<file path="config.mk">
export PLATFORM = sky130hd
export DESIGN_NAME = core_ahb_master
export DESIGN_NICKNAME = d
export VERILOG_FILES = /design/src/rtl/core_ahb_master.sv
export SDC_FILE = /design/constraint.sdc
export NUM_CORES = 1
export LEC_CHECK = 0
export CAP_MARGIN = 20
export CORE_ASPECT_RATIO = 1.1
export CORE_MARGIN = 8
export CORE_UTILIZATION = 30
export CTS_CLUSTER_SIZE = 30
export DETAILED_ROUTE_END_ITERATION = 6
export PLACE_DENSITY_LB_ADDON = 0.12
export SLEW_MARGIN = 20
export SYNTH_ARGS = -nofsm -noshare
export SYNTH_HDL_FRONTEND = slang
export SYNTH_SLANG_ARGS = --single-unit
</file>
<file path="constraint.sdc">
create_clock -name clk -period 7 [get_ports clk]
set_clock_uncertainty 0.05 [all_clocks]
set_input_delay 2.1 -clock clk [delete_from_list [all_inputs] [get_ports clk]]
set_output_delay 2.1 -clock clk [all_outputs]
set_load 0.03 [all_outputs]
</file>
<file path="src/rtl/core_ahb_master.sv">
// Single-outstanding AHB-Lite master arbitrating an instruction-fetch port and a load/store port.
// Alignment faults complete locally through MERR without touching the bus.
module core_ahb_master #(
  parameter int unsigned DATA_PRIORITY = 1
) (
  input  logic        clk,
  input  logic        reset_n,
  input  logic        if_req,
  input  logic [31:0] if_addr,
  input  logic        if_flush,
  output logic        if_ack,
  output logic [31:0] if_rdata,
  output logic        if_err,
  input  logic        dm_req,
  input  logic        dm_we,
  input  logic [31:0] dm_addr,
  input  logic [1:0]  dm_size,
  input  logic        dm_unsigned,
  input  logic [31:0] dm_wdata,
  output logic        dm_ack,
  output logic        dm_err,
  output logic [31:0] dm_rdata,
  output logic [31:0] HADDR,
  output logic [2:0]  HBURST,
  output logic        HMASTLOCK,
  output logic [3:0]  HPROT,
  output logic [2:0]  HSIZE,
  output logic [1:0]  HTRANS,
  output logic [31:0] HWDATA,
  output logic        HWRITE,
  input  logic [31:0] HRDATA,
  input  logic        HREADY,
  input  logic        HRESP
);

  typedef enum logic [1:0] {S_IDLE, S_ADDR, S_DATA, S_MERR} state_t;

  state_t      state, state_nxt;
  logic        lat_port, lat_we, lat_uns, flushed;
  logic [31:0] lat_addr, lat_wdata;
  logic [1:0]  lat_size;
  logic [3:0]  lat_prot;

  logic        fetch_go, pick_data, pick_fetch, take, misalign, done, err_now;
  logic [31:0] sel_addr;
  logic [1:0]  sel_size;
  logic [7:0]  rd_byte;
  logic [15:0] rd_half;
  logic [31:0] rd_ext;

  always_comb begin
    fetch_go   = if_req && !if_flush;
    pick_data  = dm_req && (!fetch_go || DATA_PRIORITY != 0);
    pick_fetch = fetch_go && !pick_data;
    take       = pick_data || pick_fetch;
    sel_addr   = pick_data ? dm_addr : if_addr;
    sel_size   = pick_data ? dm_size : 2'b10;
    misalign   = (sel_size == 2'b11)
              || (sel_size == 2'b01 && sel_addr[0])
              || (sel_size == 2'b10 && sel_addr[1:0] != 2'b00);
    state_nxt  = state;
    case (state)
      S_IDLE:  if (take) state_nxt = misalign ? S_MERR : S_ADDR;
      S_ADDR:  if (HREADY) state_nxt = S_DATA;
      S_DATA:  if (HREADY) state_nxt = S_IDLE;
      S_MERR:  state_nxt = S_IDLE;
      default: state_nxt = S_IDLE;
    endcase
  end

  always_ff @(posedge clk or negedge reset_n) begin
    if (!reset_n) state <= S_IDLE;
    else          state <= state_nxt;
  end

  // The latched copy drives the bus for the whole transfer, so requesters may change inputs freely.
  always_ff @(posedge clk or negedge reset_n) begin
    if (!reset_n) begin
      lat_port  <= 1'b0;
      lat_we    <= 1'b0;
      lat_uns   <= 1'b0;
      lat_addr  <= '0;
      lat_wdata <= '0;
      lat_size  <= '0;
      lat_prot  <= '0;
      flushed   <= 1'b0;
    end else if (state == S_IDLE && take) begin
      lat_port  <= pick_data;
      lat_we    <= pick_data && dm_we;
      lat_uns   <= dm_unsigned;
      lat_addr  <= sel_addr;
      lat_wdata <= pick_data ? dm_wdata : '0;
      lat_size  <= sel_size;
      lat_prot  <= pick_data ? 4'b0011 : 4'b0010;
      flushed   <= 1'b0;
    end else if ((state == S_ADDR || state == S_DATA) && !lat_port && if_flush) begin
      flushed   <= 1'b1;
    end
  end

  always_comb begin
    HTRANS    = (state == S_ADDR) ? 2'b10 : 2'b00;
    HADDR     = lat_addr;
    HSIZE     = {1'b0, lat_size};
    HPROT     = lat_prot;
    HWRITE    = lat_we;
    HBURST    = '0;
    HMASTLOCK = 1'b0;
    case (lat_size)
      2'b00:   HWDATA = {4{lat_wdata[7:0]}};
      2'b01:   HWDATA = {2{lat_wdata[15:0]}};
      default: HWDATA = lat_wdata;
    endcase
  end

  always_comb begin
    case (lat_addr[1:0])
      2'b00:   rd_byte = HRDATA[7:0];
      2'b01:   rd_byte = HRDATA[15:8];
      2'b10:   rd_byte = HRDATA[23:16];
      default: rd_byte = HRDATA[31:24];
    endcase
    rd_half = lat_addr[1] ? HRDATA[31:16] : HRDATA[15:0];
    case (lat_size)
      2'b00:   rd_ext = {{24{~lat_uns & rd_byte[7]}}, rd_byte};
      2'b01:   rd_ext = {{16{~lat_uns & rd_half[15]}}, rd_half};
      default: rd_ext = HRDATA;
    endcase
  end

  // A flush arriving in the completion cycle itself must also swallow the fetch ack.
  always_comb begin
    done     = (state == S_DATA && HREADY) || state == S_MERR;
    err_now  = (state == S_MERR) || HRESP;
    if_ack   = done && !lat_port && !flushed && !if_flush;
    dm_ack   = done && lat_port;
    if_err   = if_ack && err_now;
    dm_err   = dm_ack && err_now;
    if_rdata = (if_ack && state == S_DATA) ? HRDATA : '0;
    dm_rdata = (dm_ack && state == S_DATA && !lat_we) ? rd_ext : '0;
  end

endmodule

</file>
==> results of run 1 <==
[cell usage in the layout (no fill, tap or decap), types with 9 or more instances in the layout]
master | synthesis | final
o21ai_0 | 42 | 41
nand3_1 | 33 | 33
buf_4 | 18 | 21
nor3_1 | 9 | 9
mux2i_1 | 40 | 40
clkbuf_16 | 0 | 9
o22ai_1 | 15 | 15
inv_1 | 11 | 11
nor2_1 | 23 | 23
dfrtp_1 | 73 | 71
nand2_1 | 151 | 151
clkdlybuf4s50_1 | 0 | 262
mux2_2 | 11 | 11
a21oi_1 | 20 | 20
and2_1 | 25 | 25
[per-stage QoR]
| step | utilization (%) | worst slack (ps) | cell area [um^2] |
|---|---|---|---|
| final | 49.2 | 363 | 7940 |
| after global routing | 49.2 | 249 | 7940 |
| after global placement | 47.3 | 480 | 7620 |
| after detailed placement | 47.3 | 382 | 7620 |
| after CTS | 49.2 | 368 | 7940 |
| after floorplan | - | 1270 | 4890 |
[area by class of cell]
class                      count  area, um^2
timing repair buffer         285        2820
fill                        1579        8180
inverter                      12        45.0
sequential                    73        1830
clock inverter                 6        90.1
tap                          204         255
clock buffer                  10         229
multi-input combinational    433        2670
[registers in the layout, summed over array words and instances (netlist names)]
register	cells
HADDR	32
lat_wdata	32
HPROT	2
lat_size	2
state	2
HWRITE	1
flushed	1
lat_uns	1
[cell families (layout without fill, tap and decap cells)]
group	after synthesis	in the layout	synth area share [%]
adder cells (fa/ha/maj)	5	5	1.29
AND/OR/NAND/NOR	256	256	23.1
buffers and inverters	76	313	8.35
multiplexers	59	59	14.6
flip-flops	73	73	37.5
AO/OA/AOI/OAI	105	105	15.1
other	1	8	0.0770
[power groups by stage]
stage	clock (mW)	sequential (mW)	combinational (mW)
5_1_grt	0.529	0.856	2.10
3_5_place_dp	0	0.827	1.98
4_1_cts	0.510	0.823	1.98
6_report	0.497	0.819	1.96
2_1_floorplan	0	0.916	1.09
3_3_place_gp	0	0.816	1.96
[how the worst min path moves through the flow]
stage	cells past startpoint	to	slack (ps)
floorplan	2	lat_wdata[16]	380
global placement	2	lat_wdata[21]	400
detailed placement	2	lat_wdata[18]	400
CTS	2	lat_wdata[18]	410
global route	2	lat_wdata[18]	440
finish	2	lat_wdata[18]	410
[per-layer routing]
| metal | up-vias | global-route usage, % |
|---|---|---|
| li1 | 2437 | - |
| met2 | 261 | 31.2 |
| met5 | - | 0 |
| met3 | 19 | 7.02 |
| met1 | 2375 | 21.1 |
| met4 | 0 | 5.71 |
[worst max-delay path, cell delays in order]
cell and delay (ps):
clkdlybuf4s50_1 580, and3_1 200, a31oi_1 50, a311o_1 610, a21oi_1 250, clkdlybuf4s50_1 700
==> metrics.txt, run 1 <==
Netlist cell types=44; yosys synthesis warning count=0; global-route wire length before repair=a little under 30,000 um; Antenna Cells=0; Yosys top cell area share=~38%; worst setup path start=HRDATA[31]; Synth area leader=dfrtp_1; Area growth syn-to-layout=63.1%; cts hold-fix bufs=0; CTS max path bufs=2; Critical Path Fanout Max=16; sw frac=roughly 48%; Tmin final=6640 ps; TritonRoute pass-1 iters=5; Cells after Synth=roughly 580; non-filler instance count after layout=a little over 1,000; M1 wire length=roughly 7300 um; crit path launch type=primary input; worst reg2reg endpoint=state[0]; Vias=5,092; fmax=151 MHz; critical path class=primary input to output pin; die height=150 um; cts bufs inserted=9; layout cell share with drive strength beyond 1=a little under a tenth; TritonCTS clock tree=done; worst rel slew slack=between 30% and 40%; initial antenna violation count=0; share of flip-flops with an asynchronous set or reset=100%; final hold violations=0; root buffer cell=clkbuf_16; dpl hpwl=approximately 15,000 um; fin crit share=a little over nine tenths; die width=between 100 and 150 um; Post-synth EDFFs=0; switching component of the power=1.56 mW; WHS=a little over 400 ps; Skew-Pair Late Insertion Delay=320 ps; gpl congestion=0.827; post-DR wirelength/cell=just under 20 um; nets=between 900 and 1,000; Placeable Area=roughly 16,000 um^2; port bufs=~280; I/O pin count=~290; reg2reg start=state[1]; Via density=about 5.0; Worst setup endpoint=dm_rdata[24]; Hold Startpoint=lat_wdata[18]; H-tree Lvls=3; drt first-iter violations=about 260; ANT nets after route=0; sequential-to-total area share from yosys stat=between 30% and 40%; gr ovfl total=0; R2R Setup Slk=roughly 4700 ps; Max Slew Vio Count=0; PwrDens=approximately 410 nW/um^2; CTS resizes=0; RSZ-0062 raised after global routing=false; commonest register cell after synthesis=dfrtp_1; GRT Resource Usage Total=18.5%; Tot Pwr=roughly 3.3 mW; number of global-route vias before repair=5,290; clock slew at reported path FFs=60 ps; top sig layer=met4; register bit total from synthesis=73; largest net degree at the start of global routing=between 70 and 80; Min-Delay Path Class=flip-flop to flip-flop; top-count cell post-synth=nand2_1; met3 routed WL=approximately 2500 um; TNS Setup=0 ps; WP data required=a little under 5000 ps; drt drc=0; Post-Place Cells=a little over 1,000; Leakage Power=3.44 nW; result of the run=finished, final reports clean; critical path endpoint category=output pin; maximum vdd drop=approximately 0.18 mV; final setup violation count=0; CP Data Arrival Time=~4500 ps; top cells by count, synth=151 x nand2_1, 73 x dfrtp_1, 42 x o21ai_0, 40 x mux2i_1, 33 x nand3_1; Routed WL=approximately 20,000 um; max-cap violation count=0; count of clock tree sinks=73; Register-to-Register Path Depth=6; register share of total power=around a quarter; area of the die=a little over 20,000 um^2; Clk network pwr share=between 15 and 20%; Pint=1.71 mW; FP Rows=between 40 and 50; Logic pwr share=between 50% and 60%; Syn Std Cell Area=about 4900 um^2; mean post-synth cell area=~8.5 um^2; Met2 Routed Length=about 9600 um; Area contributors post-synth=dfrtp_1 38%, nand2_1 12%, mux2i_1 8.2%; setup bufs post-CTS=0; Worst Tran Pin Value=approximately 970 ps; Initial Util=30.2%
Power figures use the tool's default switching activity.
==> run 2: changes to the inputs <==
clock period = 6.99 ns   (was 7 ns; I/O delays follow)
==> metrics.txt, run 2 (synthesized netlist as in run 1, its figures left out) <==
result of the run=finished, final reports clean; die width=137 um (unchanged); fmax=about 150 MHz; I/O pin count=285 (unchanged); global-route wire length before repair=29,900 um (+0.77%); nets=958 (unchanged); Hold Startpoint=HPROT[1]; TritonCTS clock tree=done; R2R Setup Slk=4700 ps (+20 ps); Routed WL=19,700 um (-0.24%); CTS max path bufs=2 (unchanged); gr ovfl total=0 (unchanged); FP Rows=49 (unchanged); cts hold-fix bufs=0 (unchanged); Leakage Power=3.43 nW (-0.36%); CTS resizes=0 (unchanged); TritonRoute pass-1 iters=5 (unchanged); worst slack, placed=313 ps (-69.4 ps); final setup violation count=0 (unchanged); port bufs=276 (unchanged); Vias=5,124 (+0.63%); Area growth syn-to-layout=62.5%; worst rel slew slack=26.4% (-9.0 points); maximum vdd drop=0.223 mV (+23%); PwrDens=409 nW/um^2 (-0.83%); clock slew at reported path FFs=60 ps (about the same); Antenna Cells=0 (unchanged); Worst Tran Pin Value=1100 ps (+136 ps); area of the die=20,600 um^2 (unchanged); commonest cells after routing, fill and taps aside=261 x clkdlybuf4s50_1, 151 x nand2_1, 71 x dfrtp_1; max-cap violation count=0 (unchanged); number of global-route vias before repair=5,405 (+2.2%); post-layout worst setup margin=298 ps (-64.6 ps); dpl hpwl=14,800 um (-0.94%); layout cell share with drive strength beyond 1=9.52% (unchanged); Min-Delay Path Class=flip-flop to flip-flop; ANT nets after route=0 (unchanged); Post-Layout Inst Area=7910 um^2 (-0.41%); crit path launch type=primary input; critical path class=primary input to output pin; setup bufs post-CTS=0 (unchanged); Critical Path Fanout Max=16 (unchanged); Register-to-Register Path Depth=6 (unchanged); Hold Path Stages=1 (-1); post-DR wirelength/cell=19.3 um (-0.24%); critical path endpoint category=output pin; root buffer cell=clkbuf_16; TNS Setup=0 ps (unchanged); fill cell count=1,567 (-0.76%); CP Data Arrival Time=4540 ps (+50 ps); Tot Pwr=3.24 mW (-1.2%); drt drc=0 (unchanged); cts bufs inserted=9 (unchanged); fin crit share=a little over nine tenths; die height=150 um (unchanged); initial antenna violation count=0 (unchanged); GRT Resource Usage Total=18.5% (about the same); placed instance area=7620 um^2 (about the same); WP data required=4840 ps (about the same); final hold violations=0 (unchanged); worst setup path start=HRDATA[31]; commonest non-fill, non-tap cell in the layout=clkdlybuf4s50_1; Skew-Pair Late Insertion Delay=330 ps (about the same); Placeable Area=16,100 um^2 (unchanged); Via density=5.01 (+0.63%); Initial Util=30.2% (unchanged); reg2reg start=state[1]; Max Slew Vio Count=0 (unchanged); RSZ-0062 raised after global routing=false; Tmin final=~6700 ps; largest net degree at the start of global routing=80 (+5.3%); count of clock tree sinks=73 (unchanged); drt first-iter violations=298 (+13%); H-tree Lvls=3 (unchanged); gpl congestion=0.838 (+1.3%)
[run 2: changes by cell type in the layout (fill, tap and decap cells not counted)]
cell and delta:
inv_6 -1, clkbuf_1 +1, clkinv_2 +1, bufinv_16 -1, buf_4 +1, clkdlybuf4s50_1 -1
[run 2: critical path: stages]
cell and delay (ps):
clkdlybuf4s50_1 570, and3_1 190, a31oi_1 50, a311o_1 640, a21oi_1 280, clkdlybuf4s50_1 720
[run 2: worst paths after layout]
kind | end
worst max-delay path | dm_rdata[23]
worst min-delay path | HPROT[1]
worst max register to register | state[0]
worst min register to register | HPROT[1]
max in group asynchronous | lat_size[1]
min in group asynchronous | lat_wdata[20]
[run 2: layout make-up]
type / count / area [um^2] / area share [%]
clock buffers: 11 / 233 / 2.94
flip-flops and latches: 73 / 1830 / 23.1
multi-input cells: 433 / 2670 / 33.8
repair buffers: 285 / 2820 / 35.6
well taps: 204 / 255 / 3.23
clock inverters: 5 / 56.3 / 0.712
inverters: 12 / 45.0 / 0.570
[run 2: through the flow]
step	std cells	hold WS (ps)	util [%]
6_report	1023	410	49.0
2_1_floorplan	582	383	-
3_5_place_dp	1007	403	47.2
3_3_place_gp	1007	395	47.2
5_1_grt	1023	435	49.0
4_1_cts	1023	416	49.0
[run 2: metal layers]
layer,vias to the layer above,part of all wire [%],global-route usage [%]
li1,2430,-,-
met1,2433,38,20.7
met2,239,48,31.3
met3,22,12,7.22
met4,0,1.8,6.04
met5,-,0,0
[run 2: power by group]
part	switching (mW)	total [mW]	leakage, nW	internal (mW)
Combinational	1.17	1.95	2.38	0.784
Sequential	0.217	0.832	0.905	0.616
Clock	0.176	0.452	0.139	0.276
==> run 3: changes to the inputs <==
CAP_MARGIN = not set   (was 20)
GPL_TIMING_DRIVEN = 0   (was not set)
==> metrics.txt, run 3 (synthesized netlist as in run 1, its figures left out) <==
result of the run=finished, final reports clean; setup bufs post-CTS=0 (unchanged); reg2reg start=state[0]; TritonRoute pass-1 iters=5 (unchanged); cts hold-fix bufs=0 (unchanged); port bufs=275 (-0.36%); Skew-Pair Late Insertion Delay=330 ps (about the same); dpl hpwl=17,100 um (+16%); Worst Tran Pin Value=861 ps (-243 ps); clock slew at reported path FFs=60 ps (about the same); slowest stage delay, CP=750 ps (+30 ps); largest net degree at the start of global routing=50 (-38%); worst rel slew slack=42.4% (+16 points); Register-to-Register Path Depth=8 (+2); final hold violations=0 (unchanged); Max Slew Vio Count=0 (unchanged); sw frac=47.6% (-0.58 points); WP data required=4840 ps (about the same); GRT Resource Usage Total=20.0% (+1.5 points); critical path class=primary input to output pin; Leakage Power=3.58 nW (+4.5%); ANT nets after route=0 (unchanged); number of global-route vias before repair=5,762 (+6.6%); register share of total power=22.4% (-3.3 points); root buffer cell=clkbuf_16; area of the die=20,600 um^2 (unchanged); Vias=5,450 (+6.4%); worst slack, placed=180 ps (-133 ps); maximum vdd drop=0.192 mV (-14%); non-filler instance count after layout=1,078 (+5.4%); Logic pwr share=62.9% (+2.6 points); Placeable Area=16,100 um^2 (unchanged); Pint=1.78 mW (+6.2%); gpl congestion=0.889 (+6.1%); count of clock tree sinks=73 (unchanged); met3 routed WL=2500 um (+2.8%); TNS Setup=0 ps (unchanged); die height=150 um (unchanged); I/O pin count=285 (unchanged); H-tree Lvls=3 (unchanged); TritonCTS clock tree=done; RSZ-0062 raised after global routing=false; top sig layer=met4; die width=137 um (unchanged); FP Rows=49 (unchanged); worst path cell trace=clkdlybuf4s50_1, o21ai_2, or3b_1, buf_6, buf_6, a2111oi_2, clkdlybuf4s50_1; Critical Path Fanout Max=10 (-6); CP Data Arrival Time=4650 ps (+110 ps); drt first-iter violations=241 (-19%); max-cap violation count=0 (unchanged); PwrDens=412 nW/um^2 (+0.66%); commonest non-fill, non-tap cell in the layout=clkdlybuf4s50_1; Via density=5.06 (+0.94%); drt drc=0 (unchanged); Area growth syn-to-layout=69.5%; fin crit share=97.3% (+1.5 points); post-layout worst setup margin=191 ps (-107 ps); CTS resizes=0 (unchanged); post-DR wirelength/cell=19.8 um (+3.0%); CTS max path bufs=2 (unchanged); Worst path slowest cell=clkdlybuf4s50_1; worst setup path start=HREADY; switching component of the power=1.62 mW (+3.7%); gr ovfl total=0 (unchanged); final setup violation count=0 (unchanged); Antenna Cells=0 (unchanged); global-route wire length before repair=31,900 um (+6.9%); nets=1,013 (+5.7%); Post-Layout Inst Area=8250 um^2 (+4.3%); worst reg2reg endpoint=HADDR[30]; Post-Place Cells=1,062 (+5.5%); Met2 Routed Length=10,900 um (+15%); M1 wire length=7590 um (+1.5%); layout cell share with drive strength beyond 1=10.9% (+1.3 points); Min-Delay Path Class=flip-flop to flip-flop; initial antenna violation count=0 (unchanged); Worst setup endpoint=dm_rdata[6]; R2R Setup Slk=4760 ps (+60 ps); Routed WL=21,400 um (+8.5%); fill cell count=1,544 (-1.5%); crit path launch type=primary input; Initial Util=30.2% (unchanged); fmax=147 MHz (-1.6%); Util after Layout=51.2% (+2.1 points); placed instance area=7930 um^2 (+4.0%); critical path endpoint category=output pin; Tmin final=6800 ps (+107 ps); Clk network pwr share=14.7% (+0.7 points); commonest cells after routing, fill and taps aside=274 x clkdlybuf4s50_1, 151 x nand2_1, 73 x dfrtp_1; cts bufs inserted=9 (unchanged)
-- run 3: worst min-delay path by stage --
stage	from	to	cells after the start
floorplan	lat_wdata[16]	lat_wdata[16]	2
global placement	lat_wdata[18]	lat_wdata[18]	2
detailed placement	lat_wdata[19]	lat_wdata[19]	2
CTS	lat_wdata[19]	lat_wdata[19]	2
global route	lat_wdata[19]	lat_wdata[19]	2
finish	lat_wdata[19]	lat_wdata[19]	2
-- run 3: power by group through the flow --
stage	Combinational [mW]	Sequential (mW)	Clock [mW]
floorplan	1.10	0.918	0
global placement	2.12	0.757	0
detailed placement	2.15	0.768	0
CTS	2.16	0.762	0.507
global route	2.28	0.789	0.525
finish	2.14	0.762	0.498
-- run 3: layer usage --
metal / up-vias / GRT usage, %
li1: 2545 / -
met1: 2600 / 21.2
met2: 275 / 35.8
met3: 30 / 6.95
met4: 0 / 6.53
met5: - / 0
-- run 3: worst max-delay path, delay by kind of cell --
kind / cells / cell delay (ps)
buffers and inverters: 4 / 1600
AO/OA/AOI/OAI: 2 / 530
AND/OR/NAND/NOR: 1 / 420
-- run 3: layout make-up --
type / instances / area, um^2 / area share (%)
timing repair buffer: 276 / 2780 / 33.7
multi-input combinational: 433 / 2660 / 32.3
sequential: 73 / 1830 / 22.1
buffer: 64 / 362 / 4.38
tap: 204 / 255 / 3.09
clock buffer: 10 / 229 / 2.78
clock inverter: 6 / 92.6 / 1.12
inverter: 12 / 45.0 / 0.546
-- run 3: per-stage QoR --
stage	hold slack (ps)	power, mW
CTS	415	3.43
detailed placement	402	2.92
finish	412	3.40
floorplan	383	2.01
global placement	394	2.88
global route	449	3.60
